$ cat src/rtl/fd_prog_divider.sv
// Runtime-programmable integer clock divider.
// Divides iclk by D (2..2^WIDTH-1) and produces a registered divided clock
// oclk (high for ceil(D/2) cycles) plus a one-cycle otick strobe at each oclk
// rising edge. A new divisor is staged in a pending register and only takes
// effect at a period boundary, so the output never shows a runt pulse.
module fd_prog_divider #(
    parameter int unsigned          WIDTH       = 16,
    parameter logic [WIDTH-1:0]     DEFAULT_DIV = WIDTH'(2)
) (
    input  logic             iclk,
    input  logic             irst,
    input  logic             ien,
    input  logic [WIDTH-1:0] idiv,
    input  logic             iload,
    output logic             oclk,
    output logic             otick,
    output logic [WIDTH-1:0] odiv
);

    localparam logic [WIDTH-1:0] MIN_DIV = WIDTH'(2);

    // Divider state
    logic [WIDTH-1:0] cnt_q;       // position inside the current period, 0..D-1
    logic [WIDTH-1:0] div_q;       // divisor in effect (D)
    logic [WIDTH-1:0] pend_div_q;  // staged divisor (P)
    logic             pend_q;      // staged divisor waiting for the next wrap (F)
    logic             oclk_q;
    logic             otick_q;

    // Derived values
    logic [WIDTH-1:0] div_last;    // D-1, the count value on which a period wraps
    logic [WIDTH-1:0] high_len;    // ceil(D/2), length of the high phase
    logic [WIDTH-1:0] cnt_inc;
    logic [WIDTH-1:0] load_div;    // idiv with the illegal values 0 and 1 forced to 2
    logic             wrap;
    logic             fall;

    // Decode period boundaries and the clamped load value from the current state.
    // NOTE: every always_comb output gets a default first so no path can infer a latch.
    always_comb begin
        div_last = div_q - WIDTH'(1);
        high_len = (div_q >> 1) + WIDTH'(div_q[0]);
        cnt_inc  = cnt_q + WIDTH'(1);
        wrap     = (cnt_q == div_last);
        fall     = (cnt_inc == high_len);
        load_div = idiv;
        if (idiv < MIN_DIV) begin
            load_div = MIN_DIV;
        end
    end

    // Counter, divided clock and tick strobe; the divisor swap happens on the wrap edge.
    // NOTE: sequential state uses non-blocking assignments so every register samples
    // the pre-edge values, which is what lets a load on a wrap edge defer cleanly.
    always_ff @(posedge iclk) begin
        if (irst) begin
            cnt_q   <= '0;
            oclk_q  <= 1'b0;
            otick_q <= 1'b0;
            div_q   <= DEFAULT_DIV;
        end else if (ien) begin
            if (wrap) begin
                cnt_q   <= '0;
                oclk_q  <= 1'b1;
                otick_q <= 1'b1;
                if (pend_q) begin
                    div_q <= pend_div_q;
                end
            end else begin
                cnt_q   <= cnt_inc;
                otick_q <= 1'b0;
                if (fall) begin
                    oclk_q <= 1'b0;
                end
            end
        end else begin
            otick_q <= 1'b0;
        end
    end

    // Pending-divisor staging: a load always wins over the clear done by a wrap,
    // so a load on the wrap edge survives and applies one period later.
    always_ff @(posedge iclk) begin
        if (irst) begin
            pend_q     <= 1'b0;
            pend_div_q <= DEFAULT_DIV;
        end else begin
            if (ien && wrap && pend_q) begin
                pend_q <= 1'b0;
            end
            if (iload) begin
                pend_div_q <= load_div;
                pend_q     <= 1'b1;
            end
        end
    end

    assign oclk  = oclk_q;
    assign otick = otick_q;
    assign odiv  = div_q;

endmodule

$ cat config.mk
export PLATFORM = sky130hd
export DESIGN_NAME = fd_prog_divider
export DESIGN_NICKNAME = d
export VERILOG_FILES = /design/src/rtl/fd_prog_divider.sv
export SDC_FILE = /design/constraint.sdc
export NUM_CORES = 1
export LEC_CHECK = 0
export ABC_AREA = 1
export CORE_ASPECT_RATIO = 2
export CORE_MARGIN = 3
export CORE_UTILIZATION = 52
export DETAILED_ROUTE_END_ITERATION = 8
export HOLD_SLACK_MARGIN = 0.03
export PLACE_DENSITY_LB_ADDON = 0.3
export SLEW_MARGIN = 25
export SYNTH_ARGS = -nofsm -noshare
export SYNTH_HDL_FRONTEND = slang
export SYNTH_SLANG_ARGS = --single-unit
$ cat constraint.sdc
create_clock -name iclk -period 2 [get_ports iclk]
set_input_delay 0.4 -clock iclk [delete_from_list [all_inputs] [get_ports iclk]]
set_output_delay 0.4 -clock iclk [all_outputs]
set_load 0.05 [all_outputs]
==> out/summary.json <==
{
  "detailedRoute.firstPassIterationCount": 5,
  "dominantRegCellSynth": "sky130_fd_sc_hd__dfxtp_1",
  "hold-worst-slack_ns": 0.4825,
  "dpl_worst_slack_ns": -0.1132,
  "final_cell_area_mm2": 0.004980,
  "cp_common_cell": "sky130_fd_sc_hd__nand2_1",
  "irDropWorstVdd_mv": 0.7092,
  "hp-class": "reg2reg",
  "post_drt_wl_per_cell_um": 16.09,
  "power.density_mw_per_mm2": 568.4,
  "placeable_core_region_mm2": 0.007267,
  "layout.filler_cells": 620,
  "initial_core_util_pct": 53.43,
  "cts-root-to-sink-buffers": 2,
  "grt_first_pass_wirelength_um": 19480,
  "postSynthNetCount": 651,
  "slew_limit_fails": 0,
  "post_synth_inst_count": 627,
  "cts_tree": "built",
  "skew_ns": 0.007164,
  "post_synth_fa_ha_maj_area_fraction_pct": 1.289,
  "cap_violations": 0,
  "layout-drive-gt1-share_pct": 23.27,
  "vias": 4411,
  "diodes": 0,
  "die_width_um": 67.10,
  "report.final.hold_viol_count": 0,
  "ys_seq_area_share_pct": 26.30,
  "cts.htree.levels": 2,
  "setup.worst_path.start_class": "flip-flop",
  "ys_seq_elements": 51,
  "drt_iter0_drc": 282,
  "timing.final.crit_share_pct": 107.1,
  "criticalPathCategory": "reg2reg",
  "synth_compound_area_share_pct": 8.057,
  "place.port_buffers": 37,
  "floorplan.die_area_mm2": 0.008602,
  "drt-total-wl_um": 12610,
  "drt.antenna.violating_nets": 0,
  "number_of_enable_flip_flop_cells_after_synthesis": 0,
  "detailed_place_hpwl_um": 9381,
  "async_flop_share_pct": 0,
  "critPathMaxFanout": 8,
  "rows": 44,
  "synth_top_family_by_area": "simple AND/OR/NAND/NOR gates",
  "rsz_0062_raised_after_global_routing": "true",
  "cts_root_buffer": "sky130_fd_sc_hd__clkbuf_16",
  "areaGrowthSynthToFinish_pct": 28.26,
  "global_route.overflow_total": 0,
  "critPathCaptureType": "flip-flop",
  "violations": "negative setup slack",
  "cts_buffers": 5,
  "grt_max_degree": 20,
  "via_per_inst": 5.626,
  "run_status": "finished with violations",
  "grt_antenna_before_repair": 0,
  "first_global_vias": 4309,
  "power.leakage_nw": 2.203,
  "worst_ep_required_time_ns": 2.18,
  "crit_path_max_incr_delay_ns": 0.37,
  "slew_headroom_pct": 65.63,
  "all_layer_global_routing_usage_pct": 29.75,
  "synthXorXnorAreaFrac_pct": 7.573,
  "crit_slowest_cell": "sky130_fd_sc_hd__dfxtp_4",
  "post_synth_num_cell_types": 32,
  "place_area_mm2": 0.004509,
  "drt_drc_violations_left": 0,
  "gp_congestion": 0.9681,
  "fp.dieH_um": 128.2,
  "setup_viol": 31,
  "worst_slew_pin_slew_ns": 0.5149,
  "insertion_delay_ns": 0.30,
  "average_cell_area_after_synthesis_um2": 6.192,
  "clkTransAtPathRegs_ns": 0.07,
  "cts.sink_count": 51,
  "layout.nets": 715,
  "synth.mux.area_fraction_pct": 0,
  "ys_warn_count": 0,
  "synthesis.area_mm2": 0.003882,
  "worst_slack_ns": -0.1429,
  "crit_chain": "inv_1 > ha_4 > nand2_1 > nor2_2 > nand3_1 > nand3_1 > nand2_1 > nor2_2 > nand2_2 > nor2_4 > nand3_4 > buf_12 > nand2_1 > a21oi_1",
  "data_arrival_at_the_endpoint_of_the_critical_path_ns": 2.32,
  "final.min_clock_period_ns": 2.143,
  "floorplan.io_pins": 38,
  "fmax_ghz": 0.4667,
  "synth_simple_gate_area_share_pct": 45.50
}
[cells in the mapped netlist, types with 3 or more instances]
cell type                  instances  area share [%]
sky130_fd_sc_hd__nand4_1          28             4.5
sky130_fd_sc_hd__xor2_1           22             5.0
sky130_fd_sc_hd__buf_2            13             1.7
sky130_fd_sc_hd__nand3_1          54             7.0
sky130_fd_sc_hd__nand2_1         170              16
sky130_fd_sc_hd__a21oi_1          33             4.3
sky130_fd_sc_hd__nor3_1            4            0.52
sky130_fd_sc_hd__nand3b_1          7             1.4
sky130_fd_sc_hd__dfxtp_1          51              26
sky130_fd_sc_hd__nor2_4            7             2.0
sky130_fd_sc_hd__nor2_2            9             1.5
sky130_fd_sc_hd__buf_4             3            0.58
sky130_fd_sc_hd__clkbuf_1         12             1.2
sky130_fd_sc_hd__buf_6             5             1.5
sky130_fd_sc_hd__ha_1              4             1.3
sky130_fd_sc_hd__nor4_1            3            0.48
sky130_fd_sc_hd__o21ai_0          25             3.2
sky130_fd_sc_hd__nand2_2           6            0.97
sky130_fd_sc_hd__inv_1            58             5.6
sky130_fd_sc_hd__xnor2_1           9             2.0
sky130_fd_sc_hd__nor2_1           88             8.5
[area by class of cell]
type | instances | area (µm²) | share of cell area [%]
clock buffers | 5 | 125.1 | 2.513
flip-flops and latches | 51 | 1051 | 21.11
repair buffers | 92 | 808.3 | 16.23
clock inverters | 3 | 22.52 | 0.4523
multi-input cells | 480 | 2629 | 52.79
well taps | 92 | 115.1 | 2.312
inverters | 61 | 229.0 | 4.598
[power breakdown]
group          leakage, nW  switching (mW)  internal [mW]
Clock               0.0746           0.432          0.472
Sequential           0.424          0.0314           1.05
Combinational         1.70           0.509          0.334
[critical path: cells and delay by family (launching register included)]
family                   cells  cell delay (ns)
flip-flops                   1             0.37
adder cells (fa/ha/maj)      1             0.19
buffers and inverters        2             0.27
AND/OR/NAND/NOR             10             1.12
AO/OA/AOI/OAI                1             0.07
[state kept, by name (all words and copies together), names as in the netlist]
register / flops
cnt_q: 16
odiv: 16
pend_div_q: 16
oclk: 1
otick: 1
pend_q: 1
[placed cells by master, fill, tap and decap left out, types with 9 or more instances in the layout]
master,instances
sky130_fd_sc_hd__buf_4,62
sky130_fd_sc_hd__xnor2_1,9
sky130_fd_sc_hd__nand2_2,17
sky130_fd_sc_hd__nor2_4,9
sky130_fd_sc_hd__clkdlybuf4s50_1,21
sky130_fd_sc_hd__nand4_1,28
sky130_fd_sc_hd__dfxtp_2,12
sky130_fd_sc_hd__nand2_1,153
sky130_fd_sc_hd__nor2_1,78
sky130_fd_sc_hd__o21ai_0,22
sky130_fd_sc_hd__nor2_2,17
sky130_fd_sc_hd__nand3_1,50
sky130_fd_sc_hd__inv_1,57
sky130_fd_sc_hd__xor2_1,22
sky130_fd_sc_hd__dfxtp_1,35
sky130_fd_sc_hd__a21oi_1,32
[kinds of logic after synthesis]
| kind of cell | count (synthesis) |
|---|---|
| and+or+nand+nor | 383 |
| buffers and inverters | 96 |
| DFF | 51 |
| adders and majority gates | 4 |
| xor gates and xnor gates | 32 |
| AOI/OAI and AO/OA | 61 |
[per-stage QoR]
step | total power, mW | std cells | utilization (%) | setup TNS, ns
floorplan | 1.579 | 627 | - | 0
global placement | 1.738 | 768 | 62.05 | -0.2007
detailed placement | 1.751 | 768 | 62.05 | -0.9656
CTS | 2.657 | 776 | 64.74 | -0.009700
global route | 2.933 | 784 | 68.53 | -6.128
finish | 2.830 | 784 | 68.53 | -2.941
[layer usage]
metal | global-route usage (%) | vias to the layer above | share of wire (%)
li1 | - | 2141 | -
met1 | 27.61 | 2019 | 32
met2 | 55.22 | 171 | 56
met3 | 3.947 | 80 | 4.0
met4 | 22.49 | 0 | 8.3
met5 | 0 | - | 0
[what timing repair did]
item,CTS,global route
gates resized for setup,13,51
setup buffers,0,6
pin swaps,4,20
hold buffers,0,0
setup endpoints to repair,31,35
cloned,0,2
[path summary, 6_finish.rpt]
check / to / depth (start not counted) / from / slack [ns]
max: odiv[5] / 14 / odiv[1] / -0.14
min reg2reg: pend_q / 2 / pend_q / 0.48
max reg2reg: odiv[5] / 14 / odiv[1] / -0.14
min: pend_q / 2 / pend_q / 0.48
(Power assumes the default switching activity.)
